File: config.mk
export PLATFORM = sky130hd
export DESIGN_NAME = ab_pattern_tx
export DESIGN_NICKNAME = d
export VERILOG_FILES = /design/src/rtl/ab_pattern_pkg.sv /design/src/rtl/ab_pattern_mem.sv /design/src/rtl/ab_pattern_tx.sv
export SDC_FILE = /design/constraint.sdc
export NUM_CORES = 1
export LEC_CHECK = 0
export BUFFER_PORTS_ARGS = -buffer_cell sky130_fd_sc_hd__buf_2
export CELL_PAD_IN_SITES_DETAIL_PLACEMENT = 0
export CELL_PAD_IN_SITES_GLOBAL_PLACEMENT = 1
export CORE_MARGIN = 3
export CORE_UTILIZATION = 45
export CTS_CLUSTER_DIAMETER = 30
export CTS_CLUSTER_SIZE = 8
export DETAILED_ROUTE_END_ITERATION = 10
export HOLD_SLACK_MARGIN = 0.02
export PLACE_DENSITY_LB_ADDON = 0.1
export SLEW_MARGIN = 20
export SYNTH_ARGS = -nofsm -noshare
export SYNTH_HDL_FRONTEND = slang
export SYNTH_SLANG_ARGS = --single-unit
File: constraint.sdc
create_clock -name clk -period 3.25 [get_ports clk]
set_input_delay 0.8125 -clock clk [delete_from_list [all_inputs] [get_ports clk]]
set_output_delay 0.8125 -clock clk [all_outputs]
set_load 0.05 [all_outputs]
File: src/rtl/ab_pattern_pkg.sv
// ab_pattern_pkg: shared definitions for the A/B pattern transmitter.
//   - state_t      : FSM state codes exported on SP/SF
//   - SYM_W        : width of one {A,B} symbol
//   - clamp_len_w  : width of a length value that can hold 0..DEPTH
package ab_pattern_pkg;

    typedef enum logic [1:0] {
        ST_IDLE = 2'b00,
        ST_EMIT = 2'b01,
        ST_GAP  = 2'b10,
        ST_DONE = 2'b11
    } state_t;

    localparam int SYM_W = 2;

    // One extra bit over the slot index so the value DEPTH itself fits.
    function automatic int clamp_len_w(input int depth);
        return $clog2(depth) + 1;
    endfunction

endpackage

File: src/rtl/ab_pattern_mem.sv
// ab_pattern_mem: DEPTH x SYM_W pattern register file.
// Ports:
//   clk, reset      : clock, asynchronous active-low reset (clears all slots)
//   wr_en/wr_addr/wr_data : synchronous write port
//   rd_addr/rd_data : combinational read port
module ab_pattern_mem
    import ab_pattern_pkg::*;
#(
    parameter int DEPTH = 8
) (
    input  logic                     clk,
    input  logic                     reset,
    input  logic                     wr_en,
    input  logic [$clog2(DEPTH)-1:0] wr_addr,
    input  logic [SYM_W-1:0]         wr_data,
    input  logic [$clog2(DEPTH)-1:0] rd_addr,
    output logic [SYM_W-1:0]         rd_data
);

    logic [SYM_W-1:0] mem_r [DEPTH];

    // Slot storage: cleared on reset, written one slot per clock.
    always_ff @(posedge clk or negedge reset) begin
        if (!reset) begin
            for (int i = 0; i < DEPTH; i++) begin
                mem_r[i] <= {SYM_W{1'b0}};
            end
        end else if (wr_en) begin
            mem_r[wr_addr] <= wr_data;
        end
    end

    assign rd_data = mem_r[rd_addr];

endmodule

File: src/rtl/ab_pattern_tx.sv
// ab_pattern_tx: plays a programmed sequence of {A,B} symbols, each held for
// a configurable number of clocks, optionally looping with a one-cycle gap.
// Ports:
//   clk, reset        : clock, asynchronous active-low reset
//   wr_en/wr_addr/wr_data : pattern slot write (honoured only in IDLE)
//   len, hold, loop   : pass length, clocks per symbol, repeat flag (captured at start)
//   start, stop       : one-cycle start strobe, abort request (stop wins)
//   A, B              : symbol output (00 outside EMIT)
//   busy, done        : high in EMIT/GAP, one-cycle pulse in DONE
//   SP, SF            : present state code, next state code (combinational)
module ab_pattern_tx
    import ab_pattern_pkg::*;
#(
    parameter int DEPTH  = 8,
    parameter int HOLD_W = 4
) (
    input  logic                     clk,
    input  logic                     reset,
    input  logic                     wr_en,
    input  logic [$clog2(DEPTH)-1:0] wr_addr,
    input  logic [SYM_W-1:0]         wr_data,
    input  logic [$clog2(DEPTH):0]   len,
    input  logic [HOLD_W-1:0]        hold,
    input  logic                     loop,
    input  logic                     start,
    input  logic                     stop,
    output logic                     A,
    output logic                     B,
    output logic                     busy,
    output logic                     done,
    output logic [1:0]               SP,
    output logic [1:0]               SF
);

    localparam int ADDR_W = $clog2(DEPTH);
    localparam int LEN_W  = clamp_len_w(DEPTH);

    state_t             state_r, state_s;
    logic [ADDR_W-1:0]  idx_r, idx_s;
    logic [HOLD_W-1:0]  cnt_r, cnt_s;
    logic [SYM_W-1:0]   sym_r, sym_s;
    logic [LEN_W-1:0]   len_r, len_s;
    logic [HOLD_W-1:0]  hold_r, hold_s;
    logic               loop_r, loop_s;
    logic [SYM_W-1:0]   ab_r, ab_s;
    logic               busy_r, busy_s;
    logic               done_r, done_s;

    logic [LEN_W-1:0]   len_clamp_s;
    logic [HOLD_W-1:0]  hold_clamp_s;
    logic               last_s;
    logic               adv_s;
    logic [ADDR_W-1:0]  rd_addr_s;
    logic [SYM_W-1:0]   rd_data_s;
    logic               mem_we_s;

    assign len_clamp_s  = (len > LEN_W'(DEPTH)) ? LEN_W'(DEPTH) : len;
    assign hold_clamp_s = (hold == {HOLD_W{1'b0}}) ? HOLD_W'(1) : hold;
    assign last_s       = ({1'b0, idx_r} == (len_r - LEN_W'(1)));
    assign adv_s        = (state_r == ST_EMIT) && (cnt_r == {HOLD_W{1'b0}}) && !last_s;
    assign mem_we_s     = wr_en && (state_r == ST_IDLE);

    ab_pattern_mem #(
        .DEPTH (DEPTH)
    ) u_mem (
        .clk     (clk),
        .reset   (reset),
        .wr_en   (mem_we_s),
        .wr_addr (wr_addr),
        .wr_data (wr_data),
        .rd_addr (rd_addr_s),
        .rd_data (rd_data_s)
    );

    // Read address: the next slot when advancing within a pass, else slot 0
    // (the slot needed on start and when leaving GAP).
    always_comb begin
        rd_addr_s = {ADDR_W{1'b0}};
        if (adv_s) begin
            rd_addr_s = idx_r + ADDR_W'(1);
        end else begin
            rd_addr_s = {ADDR_W{1'b0}};
        end
    end

    // Next-state and next-datapath computation; also drives SF.
    always_comb begin
        state_s = state_r;
        idx_s   = idx_r;
        cnt_s   = cnt_r;
        sym_s   = sym_r;
        len_s   = len_r;
        hold_s  = hold_r;
        loop_s  = loop_r;
        case (state_r)
            ST_IDLE: begin
                if (start && !stop && (len != {LEN_W{1'b0}})) begin
                    state_s = ST_EMIT;
                    len_s   = len_clamp_s;
                    hold_s  = hold_clamp_s;
                    loop_s  = loop;
                    idx_s   = {ADDR_W{1'b0}};
                    sym_s   = rd_data_s;
                    cnt_s   = hold_clamp_s - HOLD_W'(1);
                end else begin
                    state_s = ST_IDLE;
                end
            end
            ST_EMIT: begin
                if (stop) begin
                    state_s = ST_IDLE;
                end else if (cnt_r != {HOLD_W{1'b0}}) begin
                    cnt_s = cnt_r - HOLD_W'(1);
                end else if (!last_s) begin
                    idx_s = idx_r + ADDR_W'(1);
                    sym_s = rd_data_s;
                    cnt_s = hold_r - HOLD_W'(1);
                end else if (loop_r) begin
                    state_s = ST_GAP;
                end else begin
                    state_s = ST_DONE;
                end
            end
            ST_GAP: begin
                if (stop) begin
                    state_s = ST_IDLE;
                end else begin
                    state_s = ST_EMIT;
                    idx_s   = {ADDR_W{1'b0}};
                    sym_s   = rd_data_s;
                    cnt_s   = hold_r - HOLD_W'(1);
                end
            end
            ST_DONE: begin
                state_s = ST_IDLE;
            end
            default: begin
                state_s = ST_IDLE;
            end
        endcase
    end

    // Output values for the state about to be entered, so the outputs can be
    // registered without adding a cycle of latency.
    always_comb begin
        ab_s   = (state_s == ST_EMIT) ? sym_s : {SYM_W{1'b0}};
        busy_s = (state_s == ST_EMIT) || (state_s == ST_GAP);
        done_s = (state_s == ST_DONE);
    end

    // FSM state, counters, captured configuration and registered outputs.
    always_ff @(posedge clk or negedge reset) begin
        if (!reset) begin
            state_r <= ST_IDLE;
            idx_r   <= {ADDR_W{1'b0}};
            cnt_r   <= {HOLD_W{1'b0}};
            sym_r   <= {SYM_W{1'b0}};
            len_r   <= {LEN_W{1'b0}};
            hold_r  <= {HOLD_W{1'b0}};
            loop_r  <= 1'b0;
            ab_r    <= {SYM_W{1'b0}};
            busy_r  <= 1'b0;
            done_r  <= 1'b0;
        end else begin
            state_r <= state_s;
            idx_r   <= idx_s;
            cnt_r   <= cnt_s;
            sym_r   <= sym_s;
            len_r   <= len_s;
            hold_r  <= hold_s;
            loop_r  <= loop_s;
            ab_r    <= ab_s;
            busy_r  <= busy_s;
            done_r  <= done_s;
        end
    end

    assign A    = ab_r[1];
    assign B    = ab_r[0];
    assign busy = busy_r;
    assign done = done_r;
    assign SP   = state_r;
    assign SF   = state_s;

endmodule

-- After elaboration in Yosys (flattened, before gate mapping)
Cells that the tools add are included.
Widths: inputs -> output; s select.
- bits in registers: 40
- bits in latches: 0
- RAM bits: 0
- bits in read-only memories: 0
- input port bits: 19
- logic and storage cells: 95
- memories: 0
- add/sub/neg operators: 5
- $mul: 0
- divide/modulo/power cells: 0
- order comparisons: 4
- equality and inequality tests: 13
- shift-type cells: 0
- mux-type cells: 35
- bitwise operators: 2
- reduce and logical (&&, ||, !) cells: 18
- operator list (cell ; count):
    $mux 4 ; 7
    $mux 2 ; 12
    $mux 3 ; 6
    $bwmux 16 ; 1
    $sub 4x1->4 const B ; 4
    $pmux 4 s3 ; 1
    $pmux 3 s3 ; 1
    $eq 2x2->1 const B ; 4
    $ge 4x4->1 const B ; 2
    $logic_not 4->1 ; 2
    $ne 2x2->1 const B ; 4
    $not 3->4 ; 2
    $pmux 2 s4 ; 1
    $reduce_bool 4->1 ; 2
    $bmux 2 s3 ; 1
    $demux 2 s3 ; 1
    $logic_and 1x1->1 ; 6
    $pmux 2 s3 ; 1
    $reduce_and 6->1 ; 1
    $reduce_and 5->1 ; 1
    $eq 2x1->1 const B ; 2
    $eq 3x4->1 ; 1
    $gt 4x4->1 const B ; 1
    $lt 4x1->1 const B ; 1
    9 further kinds ; 12

-- Depth between registers and ports, before layout
- word-level depth: 14
- mapped depth: 11
- depth with buffers taken out: 11

-- By module
A second synthesis with hierarchy kept.
- cells, all modules: 221
- area, all modules: 2438.6 µm²
- by module, submodules not included (module ; instances ; cells each ; area an instance (µm²) ; sequential area each (µm²)):
    ab_pattern_tx ; 1 ; 175 ; 1651.6 ; 600.6
    ab_pattern_mem ; 1 ; 46 ; 787.0 ; 400.4

-- Worst setup path before layout
Ideal clock, no wire load.
- kind: reg-to-output
- start: reg len_r[0]
- end: out SF[1]
- data arrival time: 2097 ps
- data required time: 2438 ps
- path slack: 341 ps
- cell stages (with the launch flop): 9
- cell sequence: dfrtp_1 -> inv_1 -> ha_1 -> xor2_1 -> nand3b_2 -> a21oi_1 -> a21oi_1 -> or4_1 -> inv_1
- cells in the longest elaborated chain, start to end: 6
- RTL lines (element ; line ; source):
    start, declared ; ab_pattern_tx.sv:42 ; logic [LEN_W-1:0] len_r, len_s;
    start signal, assigned ; ab_pattern_tx.sv:158 ; len_r <= {LEN_W{1'b0}};
    start signal, assigned ; ab_pattern_tx.sv:169 ; len_r <= len_s;
    $sub 4x1->4 ; ab_pattern_tx.sv:59 ; assign last_s = ({1'b0, idx_r} == (len_r - LEN_W'(1)));
    $eq 3x4->1 ; ab_pattern_tx.sv:59 ;
    $mux 2 ; ab_pattern_tx.sv:114 ; end else if (!last_s) begin
    $mux 2 ; ab_pattern_tx.sv:112 ; end else if (cnt_r != {HOLD_W{1'b0}}) begin
    $mux 2 ; ab_pattern_tx.sv:110 ; if (stop) begin
    $pmux 2 s4 ; ab_pattern_tx.sv:95 ; case (state_r)
    end, declared ; ab_pattern_tx.sv:32 ; output logic [1:0] SF
Every way passes these cells.

-- Worst setup path after layout
Ends and elaborated chain as after synthesis.

==> parameters.txt <==
Parameter                              Value

Clock network
  Total clock buffers created by CTS    5
  Largest buffer count on any clock path    2
  TritonCTS clock tree    built
  # clock sinks    40
  Clock-pin slew on the worst setup and hold paths    roughly 0.080 ns
  Root Driver    sky130_fd_sc_hd__clkbuf_8
  Post-CTS Hold Buffers    0
  Worst-Skew Late Latency    0.29 ns
  Maximum level of the CTS H-tree    2

Route
  Final wirelength    between 5000 and 6000 um
  Via count of the routed design    between 1,500 and 2,000
  Number of search-and-repair iterations in the first detailed-routing pass    4
  Number of DRC markers in iteration 0    around 110
  Drt via density    around 5.3
  Routed wirelength normalized by instance count    roughly 15 um
  Antenna viol nets, final    0
  Drc violations    0

Finish
  Fraction of layout instances using a drive strength above 1    approximately 30%
  Layout Area Growth over Synthesis    19.3%
  Final nets    slightly below 300
  Antenna diode count    0
  Fill cell total of the finished layout    429
  Area of all placed cells without fillers    between 2000 and 3000 sq um

STA
  Final worst clock skew    0.00869 ns
  Slew HR    40.2%
  Max Clock Freq    between 0.3 and 0.4 GHz
  Number of hold-slack violations in the final timing report    0
  Max Slew Vio Count    0
  Final clock period utilization by the worst path    between 90 and 100%
  Transition time at the pin with the least slew margin    roughly 0.9 ns
  Unrepaired setup endpoints after global routing    yes
  TNS Setup    0 ns
  Final setup violating endpoints    0
  Time the worst path needs with I/O delays and setup    just over 3 ns

Logic synthesis
  Share of synthesized area spent on multiplexers    about 14%
  Post-Synth Simple-Gate Area    14.4%
  Xor and xnor fraction of the mapped netlist area    under 10%
  Post-Syn Nets    around 260
  Fraction of synthesis flops using an asynchronous set or reset pin    100%
  Seq/Total Area, Yosys    43.3%
  Number of distinct library cell variants in the gate-level netlist after synthesis    about 50
  Dominant combinational cell family by area after synthesis    compound AO/OA/AOI/OAI gates
  Flip-flop cell with the highest count after synthesis    sky130_fd_sc_hd__dfrtp_1
  EDFF count, synth    0
  Instance count of the mapped netlist    226
  Average size of a mapped cell    a little over 10 sq um
  Mapped Area    around 2300 sq um
  FF+latch count, synth    40
  Yosys warning total    0
  Post-synthesis compound-gate area fraction    around 16%
  Synthesized-area fraction occupied by adder cells    a little under 6%

Floorplan
  Standard cell core area    a little under 5000 sq um
  Die extent in y    around 78 um
  Cell row count    25
  Count of boundary I/O pins    27
  Initial Utilization    between 40% and 50%
  Area of the die    6030 sq um
  Die Span X    77.6 um

Power and ir drop
  Peak supply drop    between 0.0002 and 0.0003 V
  Static leakage    between 1 and 1.5 nW
  Pwr/cell area    between 500 and 600 nW/um^2

Place
  Hpwl dp    roughly 3700 um
  Placed cell areas    between 2000 and 3000 sq um
  Port Buffer Count    26
  Final estimated routing congestion in global placement    between 0.7 and 0.8

Worst setup path
  Launching element type of the critical path    flip-flop
  Class of the most critical setup path    reg -> out
  Worst setup EP type    output pin
  Number of cells on the worst reg-to-reg path    11
  Data required time of the critical path    2.44 ns
  Largest fanout on the critical path    3
  Arrival time of the worst setup path    about 2.3 ns

Outcome
  Result of the run    finished clean

Job
  Max-capacitance violation count    0

GRT
  Maximum number of pins on one net before global-route repair    between 40 and 50
  Global-route wire length before repair    8970 um
  GRT Residual Overflow    0
  Initial antenna violation count    0
  Number of global-route vias before repair    approximately 1,800
  GR Util All Layers    about a fifth

Min path
  Min-delay worst type    reg -> reg
  WHS Path Cells    2
==> metal layers <==
layer	global-route usage (%)	share of wire, %	vias to the layer above
li1	-	-	887
met1	28.9	52	845
met4	4.80	0.63	0
met2	26.5	42	30
met3	3.48	4.6	2
met5	0	0	-
==> cells in the final DEF, fill, tap and decap left out, drive strengths merged, types with 2 or more instances in the layout <==
master and n:
xor2 5, dfrtp 40, nor3 7, clkbuf 5
mux2i 6, nand3 3, a21oi 17, a32o 2
a22oi 2, nor3b 2, ha 11, nand2b 2
mux2 21, a31oi 2, nor2 18, buf 36
o21ai 13, o31ai 4, inv 18, a21o 2
o21bai 4, xnor2 2, nand2 16, nand3b 5
or3b 2, or3 2
==> registers in the layout, summed over array words and instances (netlist names), 2 cells and up <==
| name | cells |
|---|---|
| SP | 2 |
| ab_r | 2 |
| cnt_r | 4 |
| hold_r | 4 |
| idx_r | 3 |
| len_r | 4 |
| sym_r | 2 |
| u_mem.mem_r | 16 |
==> cell usage after synthesis (all sizes together) (2+ instances only) <==
library cell	n	share of area, %
dfrtp	40	43
mux2	21	10
inv	18	2.9
nor2	18	2.9
a21oi	17	3.8
nand2	16	2.6
o21ai	13	2.8
ha	11	6.0
nor3	7	1.5
mux2i	6	2.6
nand3b	5	1.8
xor2	5	1.9
o21bai	4	1.5
o31ai	4	1.3
buf	3	0.54
nand3	3	0.65
a21o	2	0.65
a22oi	2	0.65
a31oi	2	0.81
a32o	2	0.87
nand2b	2	0.54
nor3b	2	0.87
or3	2	0.54
or3b	2	0.76
xnor2	2	0.76
==> where the power goes <==
part	switching, W	internal [W]
combinational	0.000300	0.000251
clock	0.000182	0.000227
sequential	0.0000701	0.000599
total	0.000551	0.00108
==> path summary, 6_finish.rpt <==
check                              start               to  slack (ns)
worst max-delay path            len_r[0]            SF[1]        0.13
worst min-delay path            sym_r[1]         sym_r[1]        0.49
worst max register to register  len_r[0]          ab_r[0]        0.63
worst min register to register  sym_r[1]         sym_r[1]        0.49
max in group asynchronous          reset  u_mem.mem_r[15]        2.04
min in group asynchronous          reset        hold_r[3]        0.64
==> through the flow <==
stage / power (W) / std cells / hold WS [ns] / util [%] / worst slack (ns)
floorplan: 0.00105 / 226 / 0.449 / - / 0.341
CTS: 0.00162 / 329 / 0.499 / 55.5 / 0.00188
global placement: 0.00119 / 321 / 0.474 / 52.6 / 0.180
detailed placement: 0.00120 / 321 / 0.482 / 52.6 / 0.141
global route: 0.00175 / 333 / 0.526 / 56.9 / -0.0191
finish: 0.00163 / 333 / 0.492 / 56.9 / 0.135
==> worst max-delay path, stage by stage, from the launching register on <==
cell and delay (ns):
sky130_fd_sc_hd__dfrtp_1 0.37, sky130_fd_sc_hd__inv_1 0.06, sky130_fd_sc_hd__ha_1 0.32, sky130_fd_sc_hd__xor2_2 0.18
sky130_fd_sc_hd__nand3_2 0.14, sky130_fd_sc_hd__a21oi_4 0.18, sky130_fd_sc_hd__a21oi_1 0.09, sky130_fd_sc_hd__or4_4 0.45
sky130_fd_sc_hd__inv_4 0.09, sky130_fd_sc_hd__buf_8 0.14
==> logic make-up after synthesis <==
group | count (synthesis)
buffers and inverters | 22
multiplexers | 28
AND/OR/NAND/NOR | 62
XOR/XNOR | 7
adder cells (fa/ha/maj) | 11
flip-flops | 40
AO/OA/AOI/OAI | 56
==> area by class of cell <==
type                       instances  area [sq um]  share of cell area [%]
timing repair buffer              36           221                    8.03
tap                               67          83.8                    3.04
clock inverter                     3          42.5                    1.54
sequential                        40          1000                    36.3
inverter                          18          70.1                    2.54
multi-input combinational        164          1270                    46.0
clock buffer                       5          68.8                    2.50
==> timing repair <==
item,CTS,global route
setup buffers,0,4
resized for setup,5,10
pin swaps,0,3
endpoints found under the setup margin,2,2
Power figures use the tool's default switching activity.
